$ cat config.mk
export PLATFORM = sky130hd
export DESIGN_NAME = ifu_fetch
export DESIGN_NICKNAME = d
export VERILOG_FILES = /design/src/rtl/ifu_fetch_pkg.sv /design/src/rtl/ifu_fetch_fifo.sv /design/src/rtl/ifu_fetch.sv
export SDC_FILE = /design/constraint.sdc
export NUM_CORES = 1
export LEC_CHECK = 0
export CORE_MARGIN = 2
export CORE_UTILIZATION = 40
export CTS_CLUSTER_SIZE = 24
export DETAILED_ROUTE_END_ITERATION = 16
export PLACE_DENSITY_LB_ADDON = 0.25
export SLEW_MARGIN = 10
export SYNTH_ARGS = -nofsm -noshare
export SYNTH_HDL_FRONTEND = slang
export SYNTH_SLANG_ARGS = --single-unit
export TNS_END_PERCENT = 10
$ cat constraint.sdc
create_clock -name clk -period 5 [get_ports clk]
set_clock_uncertainty 0.2 [all_clocks]
set_input_delay 1 -clock clk [delete_from_list [all_inputs] [get_ports clk]]
set_output_delay 1 -clock clk [all_outputs]
set_load 0.02 [all_outputs]
$ cat src/rtl/ifu_fetch_pkg.sv
// Shared fetch-stage definitions: datapath width, opcode field, reset PC.
package ifu_fetch_pkg;

    localparam int          FETCH_XLEN     = 32;

    // RISC-V major opcode field lives in instr[6:0]
    localparam int          OPC_LSB        = 0;
    localparam int          OPC_MSB        = 6;
    localparam int          OPC_W          = OPC_MSB - OPC_LSB + 1;

    // addi x0, x0, 0
    localparam logic [31:0] NOP_INSTR      = 32'h0000_0013;

    localparam logic [31:0] FETCH_RESET_PC = 32'h0000_0000;

endpackage

$ cat src/rtl/ifu_fetch_fifo.sv
// DEPTH-entry synchronous FIFO holding fetched {instr, pc} pairs.
module ifu_fetch_fifo #(
    parameter int W     = 64,
    parameter int DEPTH = 2,
    parameter int CW    = $clog2(DEPTH) + 1
) (
    input  logic          clk,
    input  logic          rst,
    input  logic          push,
    input  logic          pop,
    input  logic          flush,
    input  logic [W-1:0]  din,
    output logic [CW-1:0] count,
    output logic [W-1:0]  head
);

    localparam int AW = $clog2(DEPTH);

    logic [W-1:0]  mem [DEPTH];
    logic [AW-1:0] rd_ptr;
    logic [AW-1:0] wr_ptr;
    logic          full;

    assign full  = (count == CW'(DEPTH));
    assign head  = mem[rd_ptr];

    // Pointer / occupancy update; flush discards everything, including a same-cycle push.
    always_ff @(posedge clk or posedge rst) begin
        if (rst) begin
            rd_ptr <= '0;
            wr_ptr <= '0;
            count  <= '0;
        end else if (flush) begin
            rd_ptr <= '0;
            wr_ptr <= '0;
            count  <= '0;
        end else begin
            if (push) wr_ptr <= wr_ptr + 1'b1;
            if (pop)  rd_ptr <= rd_ptr + 1'b1;
            count <= count + CW'(push) - CW'(pop);
        end
    end

    // Storage array, no reset needed: contents are only visible while count != 0.
    always_ff @(posedge clk) begin
        if (push && !flush) mem[wr_ptr] <= din;
    end

    // Upstream credit logic must never overrun the buffer.
    a_no_push_full: assert property (@(posedge clk) disable iff (rst) !(push && full));

endmodule

$ cat src/rtl/ifu_fetch.sv
// Instruction fetch: PC, ROM read credits, redirect kill, and decode-side buffer.
module ifu_fetch
    import ifu_fetch_pkg::*;
#(
    parameter int              XLEN     = FETCH_XLEN,
    parameter int              IMEM_AW  = 10,
    parameter logic [XLEN-1:0] RESET_PC = XLEN'(FETCH_RESET_PC),
    parameter int              DEPTH    = 2
) (
    input  logic               clk,
    input  logic               rst,
    output logic               imem_rd_en,
    output logic [IMEM_AW-1:0] imem_addr,
    input  logic [XLEN-1:0]    imem_rdata,
    input  logic               redirect_valid,
    input  logic [XLEN-1:0]    redirect_pc,
    output logic               dec_valid,
    input  logic               dec_ready,
    output logic [XLEN-1:0]    dec_instr,
    output logic [XLEN-1:0]    dec_pc,
    output logic [OPC_W-1:0]   dec_opcode
);

    localparam int CW = $clog2(DEPTH) + 1;
    localparam int OW = CW + 1;

    logic [XLEN-1:0]   pc;
    logic [XLEN-1:0]   req_pc;
    logic              inflight;
    logic [CW-1:0]     count;
    logic [OW-1:0]     occ;
    logic [2*XLEN-1:0] head;
    logic              push;
    logic              pop;
    logic              unused_rpc_lo;

    assign unused_rpc_lo = ^redirect_pc[1:0];

    // Buffered entries plus the outstanding read must leave room for one more response.
    assign occ        = OW'(count) + OW'(inflight);
    assign imem_rd_en = !rst && !redirect_valid && (occ < OW'(DEPTH));
    assign imem_addr  = pc[IMEM_AW+1:2];

    // A redirect kills the response landing this cycle and any pop decode attempts.
    assign push       = inflight && !redirect_valid;
    assign pop        = dec_valid && dec_ready && !redirect_valid;

    // PC and in-flight tracking; a cleared inflight flag is what drops stale responses.
    always_ff @(posedge clk or posedge rst) begin
        if (rst) begin
            pc       <= RESET_PC;
            req_pc   <= '0;
            inflight <= 1'b0;
        end else if (redirect_valid) begin
            pc       <= {redirect_pc[XLEN-1:2], 2'b00};
            inflight <= 1'b0;
        end else if (imem_rd_en) begin
            pc       <= pc + XLEN'(4);
            req_pc   <= pc;
            inflight <= 1'b1;
        end else begin
            inflight <= 1'b0;
        end
    end

    ifu_fetch_fifo #(
        .W     (2 * XLEN),
        .DEPTH (DEPTH),
        .CW    (CW)
    ) u_fifo (
        .clk   (clk),
        .rst   (rst),
        .push  (push),
        .pop   (pop),
        .flush (redirect_valid),
        .din   ({imem_rdata, req_pc}),
        .count (count),
        .head  (head)
    );

    assign dec_valid  = (count != '0);
    assign dec_instr  = dec_valid ? head[2*XLEN-1:XLEN] : '0;
    assign dec_pc     = dec_valid ? head[XLEN-1:0]      : '0;
    assign dec_opcode = dec_instr[OPC_MSB:OPC_LSB];

endmodule

# --- After elaboration in Yosys (flattened, before gate mapping) ---
# Memory sizes are Yosys's and may differ from the RTL's.
# Index checks and enable logic that the tools add are counted.
op_classes:
  n_addsub: 6
  magnitude_cmp: 1
  n_mux: 13
  n_bitwise: 1
  n_reduce_logical: 13
ops:
  columns: ["op", "count"]
  rows:
  - ["two-way mux 32 bit", 4]
  - ["adder 32 x 3 -> 32 bit (second input constant)", 1]
  - ["two-way mux 1 bit", 8]
  - ["nonzero test 2 bit", 4]
  - ["logical AND 1 bit", 6]
  - ["adder 2 x 1 -> 3 bit", 1]
  - ["< comparator 3 x 2 -> 1 bit (second input constant)", 1]
  - ["adder 1 bit (second input constant)", 2]
  - ["adder 2 x 1 -> 2 bit", 1]
  - ["zero test 1 bit", 2]
  - ["two-way mux 2 bit", 1]
  - ["AND reduction 2 bit", 1]
  - ["subtractor 2 x 1 -> 2 bit", 1]
  - ["NOT 1 bit", 1]
word_totals:
  reg_bits: 69
  mem_bits_rw: 128
  in_bits: 68
  out_inout_bits: 83
  wordCells: 41
  memories: 1
memory_table:
  columns: ["memory", "depth", "word_bits", "read_ports", "rd_clocked_by_memory_dff", "write_ports", "line_no", "text"]
  rows:
  - ["u_fifo.mem", 2, 64, 1, 0, 1, "ifu_fetch_fifo.sv:19", "logic [W-1:0] mem [DEPTH];"]

# --- Depth between registers and ports, before layout ---
logic_depth:
  word_depth: 5
  depth_mapped: 9
  mapped_depth_nobuf: 9

# --- By module ---
# A second synthesis with hierarchy kept.
hier_totals:
  cells_unflattened: 649
  area_unflattened_um2: 8679.6
modules_own_cells:
  columns: ["mod", "n_inst", "cells_per_inst", "area_each_um2", "seq_area_each_um2"]
  rows:
  - ["ifu_fetch_fifo", 1, 217, 5031.1, 3943.8]
  - ["ifu_fetch", 1, 432, 3648.5, 1526.5]

# --- Least setup slack after synthesis ---
# No wires, ideal clock.
synth_path:
  path_type: "input to register"
  startpoint: "input redirect_valid"
  endpoint: "memory u_fifo.mem[0][10] (enable)"
  setup_ps: 490
  arrival_time_ps: 4052
  t_required_ps: 4310
  slack_ps: 259
  path_stages: 3
  path_buffers: 1
  path_cell_list: "buf_6 -> nor2b_1 -> nor2b_1"
synth_between:
  elab_chain_cells: 5
synth_lines:
  columns: ["element", "line_no", "text"]
  rows:
  - ["start: declaration", "ifu_fetch.sv:15", "input logic redirect_valid,"]
  - ["zero test 1 bit *", "ifu_fetch_fifo.sv:46, ifu_fetch.sv:45", null]
  - ["logical AND 1 bit", "ifu_fetch.sv:45", "assign push = inflight && !redirect_valid;"]
  - ["logical AND 1 bit *", "ifu_fetch_fifo.sv:46", "if (push && !flush) mem[wr_ptr] <= din;"]
  - ["two-way mux 1 bit *", "ifu_fetch_fifo.sv:46", null]
  - ["two-way mux 1 bit (implied by the code) *", "ifu_fetch_fifo.sv:46", null]
  - ["end: declaration", "ifu_fetch_fifo.sv:19", null]
# Mark *: on every way between the ends. The rest lies on a longest branch, timed or not.

# --- Final worst setup path ---
layout_path:
  startpoint: "input redirect_valid"
  endpoint: "register pc[13]"
layout_between:
  elab_chain_cells: 4
  elab_cells_between_ends: 5
  cone_classes: "mux (1); reduce/logical (4)"
layout_lines:
  columns: ["element", "line_no", "text"]
  rows:
  - ["zero test 1 bit", "ifu_fetch.sv:41", "assign imem_rd_en = !rst && !redirect_valid && (occ < OW'(DEPTH));"]
  - ["logical AND 1 bit (2 in a row)", "ifu_fetch.sv:41", null]
  - ["nonzero test 2 bit (no line)", null, null]
  - ["end signal: assignment", "ifu_fetch.sv:55", "pc <= {redirect_pc[XLEN-1:2], 2'b00};"]
  - ["end signal: assignment", "ifu_fetch.sv:58", "pc <= pc + XLEN'(4);"]
  - ["end: declaration", "ifu_fetch.sv:27", "logic [XLEN-1:0] pc;"]
# Several ways; a longest one is shown, not always the timed one.
# A chain may end at the register's enable or synchronous reset.

==> impl_metrics.py <==
metrics = {
    "outcome": {
        "outcome": "finished, final reports clean",
    },
    "clock_network": {
        "numCtsBuffers": 17,
        "ctsLongestPathBuffers": 2,
        "clkTransAtPathRegs_ns": 0.07,
        "cts_setup_buffers": 0,
        "cts_resized": 0,
        "clock-sinks": 189,
        "htreeDepth": 4,
        "insertion_delay_ns": 0.42,
        "ctsHoldBuffers": 0,
        "clockRootBuffer": "clkbuf_16",
        "cts_tree": "built",
    },
    "synthesis": {
        "yosysMostFrequentCell": "edfxtp_1",
        "synth_edf_count": 124,
        "syn_area_mm2": 0.00804,
        "yosysSeqAreaShare_pct": 66.6,
        "async_flop_share_pct": 34.4,
        "synth.top_cell.area_share_pct": 46.3,
        "synth_ff_type": "edfxtp_1",
        "syn-instance-count": 642,
        "synth_top_area_cell": "edfxtp_1",
        "ys_seq_elements": 189,
        "yosysWarnings": 0,
        "yosysUniqueCellTypes": 50,
        "synth_area_leaders": "edfxtp_1, dfrtp_1, mux2i_1",
        "synth_common_cells": "edfxtp_1, nand2_1, nor2_1",
        "syn_area_per_cell_um2": 12.5,
    },
    "drt": {
        "num_vias": 5230,
        "route.detailed.drc": 0,
        "vias_per_cell": 5.02,
        "wirelength_um": 17000,
        "post_drt_wl_per_cell_um": 16.3,
        "antenna_left": 0,
        "first_pass_iters": 4,
        "first_iter_violations": 284,
    },
    "finish": {
        "area_growth_pct": 26.5,
        "diodes": 0,
        "nFillCells": 1701,
        "nets": 834,
        "drive_gt1_share_pct": 7.47,
    },
    "global_routing": {
        "grt_usage_pct": 16.2,
        "grt-ovfl-total": 0,
        "grt_pass1_vias": 5337,
        "antenna_found_initial": 0,
        "grt_max_degree": 66,
        "grt_pass1_wl_um": 27400,
    },
    "sta": {
        "max_slew_margin_pct": 26.3,
        "holdWs_ns": 0.278,
        "clock.fmax_mhz": 258,
        "finalSetupViolCount": 0,
        "period_share_pct": 77.5,
        "grt_setup_unrepaired": "no",
        "finalHoldViolations": 0,
        "fin_crit_ns": 3.87,
        "tns_ns": 0,
        "slew_violations": 0,
        "worst_pin_slew_ns": 1.10,
    },
    "power_and_ir_drop": {
        "powerDensity_mw_per_mm2": 378,
        "leakagePower_uw": 0.00377,
        "vdd_ir_drop_max_v": 0.000243,
    },
    "placed_design": {
        "dp_hpwl_um": 11000,
        "gp_congestion": 0.819,
        "io_buffers": 146,
    },
    "floorplanning": {
        "start_util_pct": 41.0,
        "die_area_mm2": 0.0212,
        "ios": 151,
        "core-area_mm2": 0.0196,
        "die_x_um": 146,
        "die_h_um": 146,
        "rows": 51,
    },
    "setup_path": {
        "required_ns": 5.12,
        "critPathArrivalTime_ns": 3.99,
        "endpoint_kind": "flip-flop",
        "critPathKind": "in2reg",
        "crit_fanout": 65,
        "cp-start-kind": "primary input",
    },
    "min_path": {
        "hold_path_class": "reg2reg",
    },
    "flow_run": {
        "drv_cap": 0,
    },
}
cell families (layout without fill, tap and decap cells):
kind of cell | Yosys count | after routing | share of synthesized area, %
adder cells (fa/ha/maj) | 3 | 3 | 0.467
flip-flops | 189 | 189 | 66.6
AND/OR/NAND/NOR | 252 | 252 | 14.2
other | 1 | 2 | 0.0467
buffers and inverters | 62 | 195 | 4.25
AO/OA/AOI/OAI | 67 | 67 | 6.07
XOR/XNOR | 5 | 5 | 0.545
multiplexers | 63 | 63 | 7.85
stage by stage:
stage	instances	total power, µW	worst slack [ns]	utilization (%)	instance area [µm²]
2_1_floorplan	643	2360	0.259	-	8040
3_3_place_gp	1009	2630	0.859	49.1	9630
3_5_place_dp	1009	2650	0.710	49.1	9630
4_1_cts	1041	3890	1.13	51.9	10200
5_1_grt	1041	4020	0.982	51.9	10200
6_report	1041	3850	1.13	51.9	10200
flip-flops by register name (all words and copies together), names as in the netlist:
name,flops
inflight,1
pc,30
req_pc,30
u_fifo.count,2
u_fifo.mem,124
u_fifo.rd_ptr,1
u_fifo.wr_ptr,1
layout by cell type, fill, tap and decap left out, types with 3 or more instances in the layout:
cell               n
nor2_1            77
o21ai_0            6
nand3_1           13
buf_4              5
ha_1               3
clkinvlp_4         4
or4_1              4
nand4_2            3
dfrtp_1           64
a41oi_1            7
inv_6              4
nand4_1            6
edfxtp_1         124
clkdlybuf4s50_1  146
a22oi_1            3
clkinv_2           3
nor2_2             3
o311ai_1           7
mux2i_1           63
clkbuf_16         17
nand2_1          120
nand2b_1           3
a21oi_1            4
o21ai_1           12
and3_1             4
xnor2_1            3
o211ai_1           9
a221o_1            5
inv_1              8
nor2b_1            3
power breakdown:
group          switching [µW]  internal (µW)  leakage (µW)
logic                     343            311       0.00157
registers                 138           1820       0.00194
clock network             591            645      0.000258
total                    1070           2780       0.00377
final timing paths:
check | start | end | slack [ns] | cells past startpoint
worst max-delay path | redirect_valid | pc[13] | 1.13 | 7
worst min-delay path | req_pc[21] | u_fifo.mem[1][21] | 0.28 | 0
worst max register to register | u_fifo.count[0] | pc[13] | 1.85 | 6
worst min register to register | req_pc[21] | u_fifo.mem[1][21] | 0.28 | 0
max in group asynchronous | rst | pc[30] | 2.74 | 3
min in group asynchronous | rst | req_pc[29] | 1.01 | 2
routing by layer:
metal,share of wire [%],vias up,global-route usage (%),wire length (µm)
met4,0.97,0,4.41,165
met2,50,148,27.9,8550
li1,-,2517,-,-
met3,4.7,12,3.61,798
met1,44,2553,20.8,7480
met5,0,-,0,0
critical path, cell delays in order:
cell and delay, ns:
clkdlybuf4s50_1 0.57, a2111o_2 0.14, buf_4 0.53, inv_2 0.42, nor2_1 0.89, o21ai_0 0.23
o311ai_1 0.13
final cells by class:
| class | instances | area (µm²) | share of cell area (%) |
|---|---|---|---|
| inverter | 10 | 37.5 | 0.369 |
| tap | 265 | 332 | 3.26 |
| clock buffer | 17 | 425 | 4.18 |
| multi-input combinational | 392 | 2360 | 23.3 |
| clock inverter | 15 | 115 | 1.13 |
| timing repair buffer | 153 | 1540 | 15.1 |
| sequential | 189 | 5350 | 52.7 |
Power figures use the tool's default switching activity.
